$ cat src/rtl/fifo_uart_pkg.sv
// Shared types and constants for the FIFO-fed UART transmitter.
// Holds the state encoding, the counter-width helper and the STOP_BITS limits.
package fifo_uart_pkg;

    typedef enum logic [2:0] {
        IDLE   = 3'd0,
        FETCH  = 3'd1,
        LATCH  = 3'd2,
        START  = 3'd3,
        DATA   = 3'd4,
        PARITY = 3'd5,
        STOP   = 3'd6
    } state_t;

    localparam int STOP_BITS_MIN = 1;
    localparam int STOP_BITS_MAX = 2;

    // A 2-cycle bit still needs one counter bit; $clog2(2) alone would give 1 as well,
    // but $clog2(1) would give 0, so clamp to at least one bit.
    function automatic int cnt_width(input int n);
        return (n <= 2) ? 1 : $clog2(n);
    endfunction

endpackage

$ cat src/rtl/fifo_uart_tx_timer.sv
// Bit-period timer: counts 0..CLKS_PER_BIT-1 while enabled and flags the final cycle.
// o_pre_tick marks the cycle before the final one so callers can register a last-cycle pulse.
module uart_bit_timer
    import fifo_uart_pkg::*;
#(
    parameter int CLKS_PER_BIT = 16
) (
    input  logic clk,
    input  logic rst_n,
    input  logic i_clear,
    input  logic i_enable,
    output logic o_bit_tick,
    output logic o_pre_tick
);

    localparam int CW = cnt_width(CLKS_PER_BIT);
    localparam logic [CW-1:0] LAST_CNT = CW'(CLKS_PER_BIT - 1);
    localparam logic [CW-1:0] PRE_CNT  = CW'(CLKS_PER_BIT - 2);

    logic [CW-1:0] r_cnt;

    always_ff @(posedge clk) begin
        if (!rst_n) begin
            r_cnt <= '0;
        end else if (i_clear) begin
            r_cnt <= '0;
        end else if (i_enable) begin
            r_cnt <= (r_cnt == LAST_CNT) ? '0 : r_cnt + CW'(1);
        end
    end

    assign o_bit_tick = i_enable && (r_cnt == LAST_CNT);
    assign o_pre_tick = i_enable && (r_cnt == PRE_CNT);

endmodule

$ cat src/rtl/fifo_uart_tx.sv
// Pops bytes from the synchronous FIFO and serialises them as UART frames:
// start, data LSB first, optional even parity, then one or two stop bits.
module fifo_uart_tx
    import fifo_uart_pkg::*;
#(
    parameter int DATA_WIDTH   = 8,
    parameter int CLKS_PER_BIT = 16,
    parameter int PARITY_EN    = 0,
    parameter int STOP_BITS    = 1
) (
    input  logic                  clk,
    input  logic                  rst_n,
    input  logic                  i_tx_en,
    input  logic                  i_fifo_empty,
    input  logic [DATA_WIDTH-1:0] i_fifo_data,
    output logic                  o_fifo_rd_en,
    output logic                  o_tx,
    output logic                  o_busy,
    output logic                  o_frame_done
);

    localparam int IW = $clog2(DATA_WIDTH) + 1;
    localparam bit TWO_STOP = (STOP_BITS >= STOP_BITS_MAX);
    localparam logic [IW-1:0] LAST_BIT = IW'(DATA_WIDTH - 1);

    state_t                r_state;
    logic                  r_tx;
    logic                  r_rd_en;
    logic                  r_busy;
    logic                  r_frame_done;
    logic [DATA_WIDTH-1:0] r_shift;
    logic                  r_parity;
    logic [IW-1:0]         r_bit_idx;
    logic                  r_stop_idx;

    logic                  w_counting;
    logic                  w_bit_tick;
    logic                  w_pre_tick;
    logic                  w_last_stop;
    logic                  w_can_fetch;
    logic [DATA_WIDTH-1:0] w_shift_next;

    assign w_counting   = (r_state == START) || (r_state == DATA) ||
                          (r_state == PARITY) || (r_state == STOP);
    assign w_last_stop  = !TWO_STOP || r_stop_idx;
    assign w_can_fetch  = i_tx_en && !i_fifo_empty;
    assign w_shift_next = r_shift >> 1;

    // The timer is held at zero outside the serial phases so every START begins a full bit.
    uart_bit_timer #(
        .CLKS_PER_BIT (CLKS_PER_BIT)
    ) u_bit_timer (
        .clk        (clk),
        .rst_n      (rst_n),
        .i_clear    (!w_counting),
        .i_enable   (w_counting),
        .o_bit_tick (w_bit_tick),
        .o_pre_tick (w_pre_tick)
    );

    always_ff @(posedge clk) begin
        if (!rst_n) begin
            r_state      <= IDLE;
            r_tx         <= 1'b1;
            r_rd_en      <= 1'b0;
            r_busy       <= 1'b0;
            r_frame_done <= 1'b0;
            r_shift      <= '0;
            r_parity     <= 1'b0;
            r_bit_idx    <= '0;
            r_stop_idx   <= 1'b0;
        end else begin
            r_rd_en      <= 1'b0;
            r_frame_done <= 1'b0;
            case (r_state)
                IDLE: begin
                    r_tx   <= 1'b1;
                    r_busy <= 1'b0;
                    if (w_can_fetch) begin
                        r_state <= FETCH;
                        r_rd_en <= 1'b1;
                        r_busy  <= 1'b1;
                    end
                end
                FETCH: begin
                    r_state <= LATCH;
                end
                LATCH: begin
                    r_shift    <= i_fifo_data;
                    r_parity   <= ^i_fifo_data;
                    r_bit_idx  <= '0;
                    r_stop_idx <= 1'b0;
                    r_tx       <= 1'b0;
                    r_state    <= START;
                end
                START: begin
                    if (w_bit_tick) begin
                        r_state <= DATA;
                        r_tx    <= r_shift[0];
                    end
                end
                DATA: begin
                    if (w_bit_tick) begin
                        r_shift <= w_shift_next;
                        if (r_bit_idx == LAST_BIT) begin
                            if (PARITY_EN != 0) begin
                                r_state <= PARITY;
                                r_tx    <= r_parity;
                            end else begin
                                r_state <= STOP;
                                r_tx    <= 1'b1;
                            end
                        end else begin
                            r_bit_idx <= r_bit_idx + IW'(1);
                            r_tx      <= w_shift_next[0];
                        end
                    end
                end
                PARITY: begin
                    if (w_bit_tick) begin
                        r_state <= STOP;
                        r_tx    <= 1'b1;
                    end
                end
                STOP: begin
                    r_tx <= 1'b1;
                    // Registered pulse lands in the final cycle of the last stop bit.
                    if (w_pre_tick && w_last_stop) begin
                        r_frame_done <= 1'b1;
                    end
                    if (w_bit_tick) begin
                        if (!w_last_stop) begin
                            r_stop_idx <= 1'b1;
                        end else if (w_can_fetch) begin
                            r_state <= FETCH;
                            r_rd_en <= 1'b1;
                        end else begin
                            r_state <= IDLE;
                            r_busy  <= 1'b0;
                        end
                    end
                end
                default: begin
                    r_state <= IDLE;
                    r_tx    <= 1'b1;
                    r_busy  <= 1'b0;
                end
            endcase
        end
    end

    assign o_fifo_rd_en = r_rd_en;
    assign o_tx         = r_tx;
    assign o_busy       = r_busy;
    assign o_frame_done = r_frame_done;

endmodule

$ cat config.mk
export PLATFORM = sky130hd
export DESIGN_NAME = fifo_uart_tx
export DESIGN_NICKNAME = d
export VERILOG_FILES = /design/src/rtl/fifo_uart_pkg.sv /design/src/rtl/fifo_uart_tx_timer.sv /design/src/rtl/fifo_uart_tx.sv
export SDC_FILE = /design/constraint.sdc
export NUM_CORES = 1
export LEC_CHECK = 0
export ABC_AREA = 1
export CAP_MARGIN = 0
export CELL_PAD_IN_SITES_DETAIL_PLACEMENT = 0
export CELL_PAD_IN_SITES_GLOBAL_PLACEMENT = 1
export CORE_MARGIN = 4
export CORE_UTILIZATION = 41
export CTS_CLUSTER_DIAMETER = 100
export DETAILED_ROUTE_END_ITERATION = 6
export PLACE_DENSITY = 0.9
export SETUP_SLACK_MARGIN = 0.02
export SLEW_MARGIN = 20
export SYNTH_ARGS = -nofsm -noshare
export SYNTH_HDL_FRONTEND = slang
export SYNTH_SLANG_ARGS = --single-unit
$ cat constraint.sdc
create_clock -name clk -period 2.6 [get_ports clk]
set_input_delay 0.52 -clock clk [delete_from_list [all_inputs] [get_ports clk]]
set_output_delay 0.52 -clock clk [all_outputs]
set_load 0.1 [all_outputs]
# Yosys cells after proc, flatten, opt, wreduce, memory -nomap -nowiden
# Cells that the tools add are included.
[classes]
n_addsub = 2
eq_ne = 17
muxes = 25
bitwise = 4
reduce_logical = 17
[op_table]
columns = ["cell", "n"]
rows = [
  ["3-bit case mux with 7 select lines", 1],
  ["3-bit two-way mux", 6],
  ["8-bit case mux with 2 select lines", 1],
  ["1-bit two-way mux", 10],
  ["2-bit by 1-bit != test with 1-bit output, second input constant", 5],
  ["3-bit equality test, second input constant", 3],
  ["4-bit by 1-bit adder with 4-bit output, second input constant", 2],
  ["4-bit equality test, second input constant", 2],
  ["4-bit two-way mux", 2],
  ["8-bit two-way mux", 1],
  ["4-bit case mux with 2 select lines", 1],
  ["3-bit by 2-bit equality test with 1-bit output, second input constant", 2],
  ["2-bit != test, second input constant", 3],
  ["3-bit AND reduction", 2],
  ["6-bit AND reduction", 1],
  ["1-bit case mux with 5 select lines", 1],
  ["5-bit OR reduction", 1],
  ["4-bit by 3-bit equality test with 1-bit output, second input constant", 1],
  ["1-bit inverter", 4],
  ["2-bit AND reduction", 2],
  ["4-bit AND reduction", 1],
  ["3-bit by 1-bit equality test with 1-bit output, second input constant", 1],
  ["1-bit logical AND", 3],
  ["3-bit zero test", 1],
  ["6 further kinds", 8],
]
[word_totals]
ff_bits = 23
in_bits = 12
output_inout_bits = 4
elab_cells = 73

# Longest topological paths before layout
[depth]
word_depth = 7
mapped_depth = 9
mapped_depth_nobuf = 8

# Cells and area by module
# Synthesis repeated with hierarchy kept, for this count alone.
[hier_totals]
hier_cells = 195
hier_area_um2 = 1316.3
[modules_own_cells]
columns = ["module", "instances", "cells_per_inst", "area_per_inst_um2", "seq_area_each_um2"]
rows = [
  ["fifo_uart_tx", 1, 164, 1106.1, 380.4],
  ["uart_bit_timer", 1, 31, 210.2, 80.1],
]

# Worst setup path after synthesis
# No wires, ideal clock.
[synth_path]
kind = "flip-flop to output port"
from = "register r_busy (netlist: o_busy)"
to = "output port o_busy"
t_arrival_ps = 925
required_ps = 2080
setup_slack_ps = 1155
path_stages_with_launch = 1
n_path_buf = 0
cell_sequence = "dfxtp_1"
[synth_lines]
columns = ["element", "line_no", "rtl"]
rows = [
  ["start: declaration", "fifo_uart_tx.sv:29", "logic r_busy;"],
  ["start signal: assignment", "fifo_uart_tx.sv:66", "r_busy <= 1'b0;"],
  ["start signal: assignment", "fifo_uart_tx.sv:78", "r_busy <= 1'b0;"],
  ["start signal: assignment", "fifo_uart_tx.sv:82", "r_busy <= 1'b1;"],
  ["end: declaration", "fifo_uart_tx.sv:18", "output logic o_busy,"],
]
# No word-level cell between the ends.

==> summary.md <==
| Metric | Value |
|---|---|
| Least-Margin Pin Slew | `415 ps` |
| Ys async rst share | `0` |
| Fin cells | `224` |
| Die Y | `62.6 um` |
| Yosys reg bits | `23` |
| HP Class | `reg2reg` |
| Peak supply drop | `0.329 mV` |
| Setup TNS | `0 ps` |
| Maxcap violations | `0` |
| Top cells by count, synth | `nand2_1, nor2_1, dfxtp_1` |
| DRT antenna net count | `0` |
| Worst Clk Skew | `7.27 ps` |
| Post-Syn Area | `1220 um2` |
| Synth area leader | `dfxtp_1` |
| Synthesized area per cell | `6.87 um2` |
| Critical Path AT | `1840 ps` |
| Largest net degree at the start of global routing | `14` |
| Row cnt | `19` |
| Post-Synthesis Cells | `178` |
| CTS Buf Count | `3` |
| H-tree depth | `1` |
| Share of the yosys chip area belonging to registers | `0.376` |
| Critical path type | `in2reg` |
| Number of distinct library cells after synthesis | `28` |
| Root buf cell | `clkbuf_4` |
| Slew Limit Fails | `0` |
| RSZ-0062 raised after global routing | `no` |
| Fin Hold WS | `472 ps` |
| Filler cell count | `301` |
| Total GRT Usage | `0.134` |
| Initial Util | `0.436` |
| Hold Buf Count CTS | `0` |
| Yosys top cell area share | `0.376` |
| Crit share post-route | `0.608` |
| Die span in x | `62.6 um` |
| Setup violators final | `0` |
| Crit-path slowest cell | `clkdlybuf4s50_1` |
| Sink Count | `23` |
| Fin nets | `209` |
| Final wirelength | `2400 um` |
| CP Data Required Time | `2860 ps` |
| Static leakage | `0.646 nW` |
| Main synth FF type | `dfxtp_1` |
| Number of flops mapped to enable cells by yosys | `0` |
| Syn nets | `193` |
| Core Box Area | `2810 um2` |
| Vias/cell | `5.02` |
| TritonCTS clock tree | `done` |
| Synth top area cells | `dfxtp_1, nand2_1, nor2_1` |
| CTS max path bufs | `2` |
| # DRC | `0` |
| Diodes inserted | `0` |
| Clk_lat worst skew | `310 ps` |
| Hold Vio Cnt, Final | `0` |
| Crit-path cells | `clkdlybuf4s50_1 -> clkinv_1 -> nor2_1 -> o21ai_1 -> inv_1` |
| First-pass GRT wire length | `4420 um` |
| Avg WL per Cell | `10.7 um` |
| Aggregate global routing overflow | `0` |
| Vias | `1125` |
| Critical path launch point type | `input pin` |
| Input/output buffers | `15` |
| GP Congestion | `0.784` |
| CTS clk-pin slew, worst paths | `130 ps` |
| Slowest stage delay, CP | `660 ps` |
| Antenna violations before repair | `0` |
| Total I/O pin count | `16` |
| Slew HR | `0.723` |
| Pwr/cell area | `876 nW/um2` |
| Minimum clock period | `1580 ps` |
| Share of cells above drive strength 1 | `0.124` |
| Area Overhead vs Synth | `14.4%` |
| Synthesis Warnings | `0` |
| Final Util | `0.499` |
| Inst Count DP | `220` |
| Status | `finished clean` |
| Postcts setup bufs | `0` |
| Top-count cell post-synth | `nand2_1` |
| Die area | `3920 um2` |
| First drt pass iteration count | `4` |
| Initial DRC count | `40` |
| Max Clk Rate | `632 MHz` |
| Post-DP HPWL | `1900 um` |
| Vias in the first global route | `1116` |
| CP max FO | `11` |
| CTS resizes | `0` |
| Crit path capture type | `register` |
placed cells by master (no fill, tap or decap), types with 5 or more instances in the layout:
cell / n
nor2_1: 29
nand3_1: 16
o21ai_0: 9
inv_2: 5
dfxtp_1: 23
nand2_1: 50
inv_1: 10
a21oi_1: 7
clkdlybuf4s50_1: 11
critical path: cells and delay by family:
kind / cells / cell delay (ps)
buf+inv: 3 / 1060
simple gates: 1 / 190
compound gates: 1 / 80
cell type report:
type	instances	area (um2)	area share
Sequential cell	23	460	0.329
Multi-Input combinational cell	135	673	0.481
Timing Repair Buffer	15	140	0.100
Tap cell	31	38.8	0.0277
Clock inverter	1	5.00	0.00357
Clock buffer	3	22.5	0.0161
Inverter	16	60.1	0.0429
report_power, final:
part | switching, W | total (W) | internal (W)
Combinational | 0.000377 | 0.000554 | 0.000177
Clock | 0.000106 | 0.000163 | 0.0000574
Sequential | 0.0000820 | 0.000510 | 0.000428
logic make-up (layout without fill, tap and decap cells):
| group | after synthesis | after routing | share of synthesized area |
|---|---|---|---|
| and+or+nand+nor | 109 | 109 | 0.403 |
| adders and majority gates | 3 | 3 | 0.0307 |
| xor gates and xnor gates | 2 | 2 | 0.0143 |
| buffers and inverters | 20 | 35 | 0.0736 |
| DFF | 23 | 23 | 0.376 |
| AOI/OAI and AO/OA | 21 | 21 | 0.102 |
per-layer routing:
layer	routed length, um	share of wire	up-vias	global-route usage
met3	88	0.037	4	0.0324
li1	-	-	605	-
met1	1110	0.46	499	0.156
met4	28	0.012	0	0.0523
met2	1180	0.49	17	0.234
met5	0	0	-	0
metrics by stage:
step	total power (W)	area [um2]	worst slack (ps)
floorplan	0.000975	1220	1160
global placement	0.00107	1370	741
detailed placement	0.00108	1370	695
CTS	0.00124	1400	1020
global route	0.00134	1400	883
finish	0.00123	1400	1020
path summary, 6_finish.rpt:
path | start | end | slack [ps] | cells past startpoint
worst max-delay path | rst_n | r_state[2] | 1020 | 5
worst min-delay path | o_busy | o_busy | 470 | 2
worst max register to register | u_bit_timer.r_cnt[0] | r_shift[0] | 1080 | 6
worst min register to register | o_busy | o_busy | 470 | 2
sequential cells by signal, indices dropped and copies added (netlist names):
signal	count
o_busy	1
o_fifo_rd_en	1
o_frame_done	1
o_tx	1
r_bit_idx	4
r_shift	8
r_state	3
u_bit_timer.r_cnt	4
(Power assumes the default switching activity.)
